--- config.mk ---
export PLATFORM = sky130hd
export DESIGN_NAME = alu_arbiter
export DESIGN_NICKNAME = d
export VERILOG_FILES = /design/src/rtl/alu_arbiter.sv
export SDC_FILE = /design/constraint.sdc
export NUM_CORES = 1
export LEC_CHECK = 0
export ABC_CLOCK_PERIOD_IN_PS = 1900
export CAP_MARGIN = 15
export CORE_AREA = 2 2 113 115
export DETAILED_ROUTE_END_ITERATION = 16
export DIE_AREA = 0 0 115 117
export PLACE_DENSITY = 0.7
export RECOVER_POWER = 50
export SKIP_LAST_GASP = 1
export SLEW_MARGIN = 20
export SYNTH_ARGS = -nofsm -noshare
export SYNTH_HDL_FRONTEND = slang
export SYNTH_SLANG_ARGS = --single-unit
--- constraint.sdc ---
create_clock -name clk -period 1.9 [get_ports clk]
set_input_delay 0.475 -clock clk [delete_from_list [all_inputs] [get_ports clk]]
set_output_delay 0.475 -clock clk [all_outputs]
set_load 0.02 [all_outputs]
--- src/rtl/alu_arbiter.sv ---
`default_nettype none
// ============================================================================
// alu_arbiter -- round-robin sharing of one combinational ALU among NREQ
// requesters, with a single registered response slot.   Revision: 1.0
// ============================================================================
module alu_arbiter #(
  parameter int NREQ = 2,
  parameter int TAGW = 4
) (
  input  logic                 clk,
  input  logic                 reset,
  input  logic [NREQ-1:0]      req_valid,
  output logic [NREQ-1:0]      req_ready,
  input  logic [NREQ*32-1:0]   req_a,
  input  logic [NREQ*32-1:0]   req_b,
  input  logic [NREQ*4-1:0]    req_op,
  input  logic [NREQ*TAGW-1:0] req_tag,
  output logic [31:0]          alu_a,
  output logic [31:0]          alu_b,
  output logic [3:0]           alu_op,
  input  logic [31:0]          alu_result,
  output logic [NREQ-1:0]      rsp_valid,
  input  logic [NREQ-1:0]      rsp_ready,
  output logic [31:0]          rsp_result,
  output logic [TAGW-1:0]      rsp_tag
);

  localparam int PW = (NREQ > 1) ? $clog2(NREQ) : 1;

  logic [PW-1:0] last_grant;
  logic [PW-1:0] grant;
  logic [PW-1:0] cand;
  logic          found;
  logic          rsp_fire;
  logic          slot_free;
  logic          accept;

  // Search starts one past the previous winner, so grants rotate.
  always_comb begin
    grant = '0;
    cand  = '0;
    found = 1'b0;
    for (int k = 1; k <= NREQ; k++) begin
      cand = PW'((int'(last_grant) + k) % NREQ);
      if (!found && req_valid[cand]) begin
        grant = cand;
        found = 1'b1;
      end
    end
  end

  assign rsp_fire  = |(rsp_valid & rsp_ready);
  assign slot_free = (rsp_valid == '0) || rsp_fire;
  assign accept    = slot_free && found && !reset;
  assign req_ready = accept ? (NREQ'(1) << grant) : '0;

  // The ALU follows the would-be winner even when the slot is busy.
  assign alu_a  = req_a[int'(grant)*32 +: 32];
  assign alu_b  = req_b[int'(grant)*32 +: 32];
  assign alu_op = req_op[int'(grant)*4 +: 4];

  always_ff @(posedge clk) begin
    if (reset) begin
      rsp_valid  <= '0;
      rsp_result <= '0;
      rsp_tag    <= '0;
      last_grant <= PW'(NREQ - 1);
    end else if (accept) begin
      rsp_result <= alu_result;
      rsp_tag    <= req_tag[int'(grant)*TAGW +: TAGW];
      rsp_valid  <= NREQ'(1) << grant;
      last_grant <= grant;
    end else if (rsp_fire) begin
      rsp_valid  <= '0;
    end
  end

endmodule
`default_nettype wire

Word level (Yosys, flattened, before mapping)
Index checks and enable logic that the tools add are counted.
Widths: inputs -> output; s select.
{"block": "totals", "register_bits": 39, "in_bits": 182, "output_inout_bits": 108, "wordCells": 34}
{"block": "op_classes", "addsub": 2, "order_cmp": 2, "n_shift": 5, "muxes": 11, "n_bitwise": 1, "reduce_logical": 9}
{"cell": "$shiftx 64x7->32", "n": 2}
{"cell": "$shiftx 8x4->4", "n": 2}
{"cell": "$mux 1", "n": 8}
{"cell": "$mux 2", "n": 3}
{"cell": "$lt 1x2->1 const B", "n": 2}
{"cell": "$logic_and 1x1->1", "n": 3}
{"cell": "$add 1x1->1 const B", "n": 2}
{"cell": "$and 2x2->2", "n": 1}
{"cell": "$logic_not 1->1", "n": 2}
{"cell": "$logic_not 2->1", "n": 1}
{"cell": "$reduce_bool 2->1", "n": 1}
{"cell": "$reduce_or 2->1", "n": 1}
{"cell": "$shl 1x1->2 const A", "n": 1}
{"cell": "$logic_or 1x1->1", "n": 1}

Depth between registers and ports, before layout
{"block": "logic_depth", "depth_word": 10, "ltp_mapped": 6, "depth_no_buf": 3}

Worst setup path before layout
Ideal clock, no wire load.
{"block": "synth_timing", "kind": "in2out", "from": "in req_valid[0]", "to": "out alu_b[19]", "arrival_ns": 1.596, "required_time_ns": 1.425, "path_slack_ns": -0.171, "path_stages": 5, "n_path_buf": 3, "cell_sequence": "buf_2 -> a21boi_4 -> buf_6 -> buf_2 -> mux2_2"}
{"block": "synth_via", "elab_chain_len": 7, "word_cells_on_any_way": 10, "classes_between": "shift: 1; mux: 7; reduce/logical: 2"}
{"element": "start, declared", "line_no": "12", "source": "input logic [NREQ-1:0] req_valid,"}
{"element": "$mux 1 (not written as such) (2 in series)", "line_no": "45", "source": "if (!found && req_valid[cand]) begin"}
{"element": "$mux 1", "line_no": "45"}
{"element": "$logic_not 1->1", "line_no": "45"}
{"element": "$logic_and 1x1->1", "line_no": "45"}
{"element": "$mux 1 (*)", "line_no": "45"}
{"element": "$shiftx 64x7->32 (*)", "line_no": "59", "source": "assign alu_b = req_b[int'(grant)*32 +: 32];"}
{"element": "end, declared", "line_no": "19", "source": "output logic [31:0] alu_b,"}
Every way passes the cells marked *; elsewhere a longest branch is shown, timed or not. The select of a mux whose other input is x is not followed.

Worst setup path after layout
{"block": "layout_timing", "from": "reg last_grant", "to": "out alu_a[3]"}
{"block": "layout_via", "elab_chain_len": 8, "word_cells_on_any_way": 12, "classes_between": "add/sub: 2; shift: 1; mux: 7; reduce/logical: 2"}
{"element": "start, declared", "line_no": "30", "source": "logic [PW-1:0] last_grant;"}
{"element": "start signal, assigned", "line_no": "67", "source": "last_grant <= PW'(NREQ - 1);"}
{"element": "start signal, assigned", "line_no": "72", "source": "last_grant <= grant;"}
{"element": "$add 1x1->1", "line_no": "44", "source": "cand = PW'((int'(last_grant) + k) % NREQ);"}
{"element": "$mux 1 (not written as such) (2 in series)", "line_no": "45"}
{"element": "$mux 1", "line_no": "45"}
{"element": "$logic_not 1->1", "line_no": "45"}
{"element": "$logic_and 1x1->1", "line_no": "45"}
{"element": "$mux 1 (*)", "line_no": "45"}
{"element": "$shiftx 64x7->32 (*)", "line_no": "58", "source": "assign alu_a = req_a[int'(grant)*32 +: 32];"}
{"element": "end, declared", "line_no": "18", "source": "output logic [31:0] alu_a,"}
Marks and branches as above.

==> flow_metrics.py <==
metrics = {
    "outcome": {
        "status": "finished with violations",
        "failed_checks": "negative setup slack",
    },
    "global_routing": {
        "grt_max_degree": 65,
        "gr-total-overflow": 0,
        "gr-usage-all-layers_pct": 18.1,
        "antenna_found_initial": 0,
        "grt_first_pass_wirelength_mm": 18.6,
        "grt_pass1_vias": 3347,
    },
    "route": {
        "drtIter0Drc": 104,
        "vias": 3188,
        "wl_per_cell_um": 17.9,
        "via_per_inst": 4.43,
        "drc_errors": 0,
        "first_pass_iters": 4,
        "routed_wl_mm": 12.9,
        "ant_nets": 0,
    },
    "layout": {
        "area_growth_pct": 160,
        "fillers": 1062,
        "drive_above_1_share_pct": 34.4,
        "nNetsFinal": 751,
        "finalInstanceArea_sq_mm": 0.00653,
        "antenna_cells": 0,
    },
    "floorplanning": {
        "start_util_pct": 20.4,
        "die_x_um": 115,
        "num_rows": 41,
        "die-area_sq_mm": 0.0135,
        "io_pins": 290,
        "coreArea_sq_mm": 0.0123,
        "die-height_um": 117,
    },
    "timing": {
        "setup_tns_ps": -12450,
        "slew-limit-headroom_pct": 61.0,
        "setup_viol": 84,
        "setup_ws_ps": -266,
        "rsz0062_at_grt": "true",
        "hold_viol": 0,
        "clock_skew_ps": 6.09,
        "min_period_ps": 2170,
        "worst_pin_slew_ps": 585,
        "fmaxAchievable_mhz": 462,
        "maxSlewViolCount": 0,
        "finalCritPeriodShare_pct": 114,
    },
    "clocking": {
        "clk_pin_slew_ps": 60,
        "holdBufCountCts": 0,
        "cts_tree": "done",
        "cts_made_buffers": 5,
        "root_buffer": "clkbuf_16",
        "clock_path_buffers": 2,
        "clk_latency_ps": 280,
        "cts_num_sinks": 39,
        "cts.htree.levels": 2,
    },
    "power": {
        "p_total_w": 0.00457,
        "seqPwrFrac_pct": 22.6,
        "p_leak_nw": 2.94,
        "ir_drop_mv": 0.412,
        "power.internal_w": 0.00311,
        "p_sw_w": 0.00147,
        "clockPowerShare_pct": 21.3,
        "p_sw_share_pct": 32.1,
        "p_per_area_mw_per_mm2": 700,
        "combPwrFrac_pct": 56.1,
    },
    "logic_synthesis": {
        "synth_most_common_cell": "mux2_2",
        "synth_cells": 257,
        "yosysTopAreaCell": "dfxtp_1",
        "synth_top_area_share_pct": 31.1,
        "synthesis.nets": 439,
        "yosys-top-cells-area": "dfxtp_1, mux2_2, mux2i_1",
        "synth_area_per_cell_sq_um": 9.76,
        "ys_ff_latch": 39,
        "synthDistinctLibCells": 20,
        "async_flop_share_pct": 0,
        "synth_common_cells": "mux2_2, nand2_1, dfxtp_1",
        "synth-edff-count": 0,
        "yosys_warnings": 0,
        "ys.flop_type": "dfxtp_1",
        "post_synth_instance_area_sq_mm": 0.00251,
        "yosysSeqAreaShare_pct": 31.1,
    },
    "job": {
        "drv_cap": 0,
    },
    "worst_setup_path": {
        "endpoint_kind": "primary output",
        "crit_type": "reg2out",
        "critPathRequiredTime_ps": 1420,
        "start_kind": "flop",
        "critical_path_arrival_ps": 1690,
        "crit_fanout": 5,
    },
    "min_path": {
        "hp-class": "reg2reg",
    },
    "place": {
        "gp_congestion": 0.812,
        "io_buffers": 289,
        "dp_hpwl_mm": 9.78,
        "place_area_sq_mm": 0.00560,
    },
}
==> area by class of cell <==
class	instances	area (sq um)	share of cell area [%]
clock inverters	2	35.0	0.536
multi-input cells	193	1850	28.4
inverters	3	11.3	0.172
repair buffers	327	3520	54.0
clock buffers	6	139	2.13
well taps	150	188	2.87
flip-flops and latches	39	782	12.0
==> sequential cells by signal (all words and copies together), names as in the netlist <==
register	flops
rsp_result	32
last_grant	1
rsp_valid	2
rsp_tag	4
==> metrics by stage <==
stage / hold slack, ps / util [%] / instances / setup WS, ps
4_1_cts: 458 / 54.3 / 729 / -361
2_1_floorplan: 533 / - / 257 / -86.3
6_report: 451 / 53.0 / 720 / -266
3_5_place_dp: 446 / 45.5 / 688 / -982
5_1_grt: 469 / 53.0 / 720 / -329
3_3_place_gp: 441 / 45.5 / 688 / -960
==> worst max-delay path, stage by stage (launching register included) <==
cell and delay [ps]:
dfxtp_2 330, a21boi_4 170, buf_6 130, buf_12 110
buf_12 110, buf_16 120, mux2_4 300, buf_6 130
==> kinds of logic (layout without fill, tap and decap cells) <==
| family | after synthesis | count (layout) | share of synthesized area [%] |
|---|---|---|---|
| flops | 39 | 39 | 31.1 |
| simple gates | 77 | 77 | 12.0 |
| buf+inv | 25 | 338 | 6.48 |
| compound gates | 12 | 12 | 5.49 |
| mux | 104 | 104 | 44.9 |
==> worst paths after layout <==
path	slack [ps]	cells after the start	end	startpoint
worst max-delay path	-270	7	alu_a[3]	last_grant
worst min-delay path	450	2	rsp_result[8]	rsp_result[8]
worst max register to register	-40	6	rsp_result[27]	rsp_valid[0]
worst min register to register	450	2	rsp_result[8]	rsp_result[8]
==> power by group through the flow <==
stage	clock network (W)	logic [W]	registers (W)
after detailed placement	0	0.00216	0.00105
after global routing	0.00103	0.00271	0.00105
after CTS	0.00101	0.00271	0.00104
after global placement	0	0.00214	0.00105
after floorplan	0	0.000936	0.00120
final	0.000975	0.00257	0.00103
==> repair_timing <==
| item | CTS | global route |
|---|---|---|
| gates cloned | 12 | 0 |
| buffers inserted | 22 | 2 |
| pin swaps | 4 | 3 |
| setup endpoints to repair | 73 | 70 |
| gates resized for setup | 510 | 29 |
==> metal layers <==
metal	wire [um]	GRT usage [%]	vias up
li1	-	-	1528
met1	4450	18.6	1465
met2	6800	34.5	170
met3	1230	5.51	25
met4	414	6.59	0
met5	0	0	-
==> cell usage in the layout, fill, tap and decap left out <==
cell type          n
clkdlybuf4s50_1  183
buf_6             75
mux2_4            68
nand2_1           64
dfxtp_1           38
mux2i_1           36
dlygate4sd3_1     31
buf_4             13
nor3_1             8
buf_12             8
buf_8              7
clkbuf_16          5
buf_16             5
a2111oi_2          4
dlygate4sd2_1      3
a22o_1             2
nor2_4             2
inv_1              2
o32ai_1            2
nor2_1             1
o22ai_4            1
clkinv_1           1
a21boi_4           1
nand2_2            1
o221ai_1           1
o22a_1             1
or2_2              1
bufinv_16          1
clkbuf_8           1
clkinv_2           1
dfxtp_2            1
clkbuf_4           1
clkbuf_1           1
(Power assumes the default switching activity.)
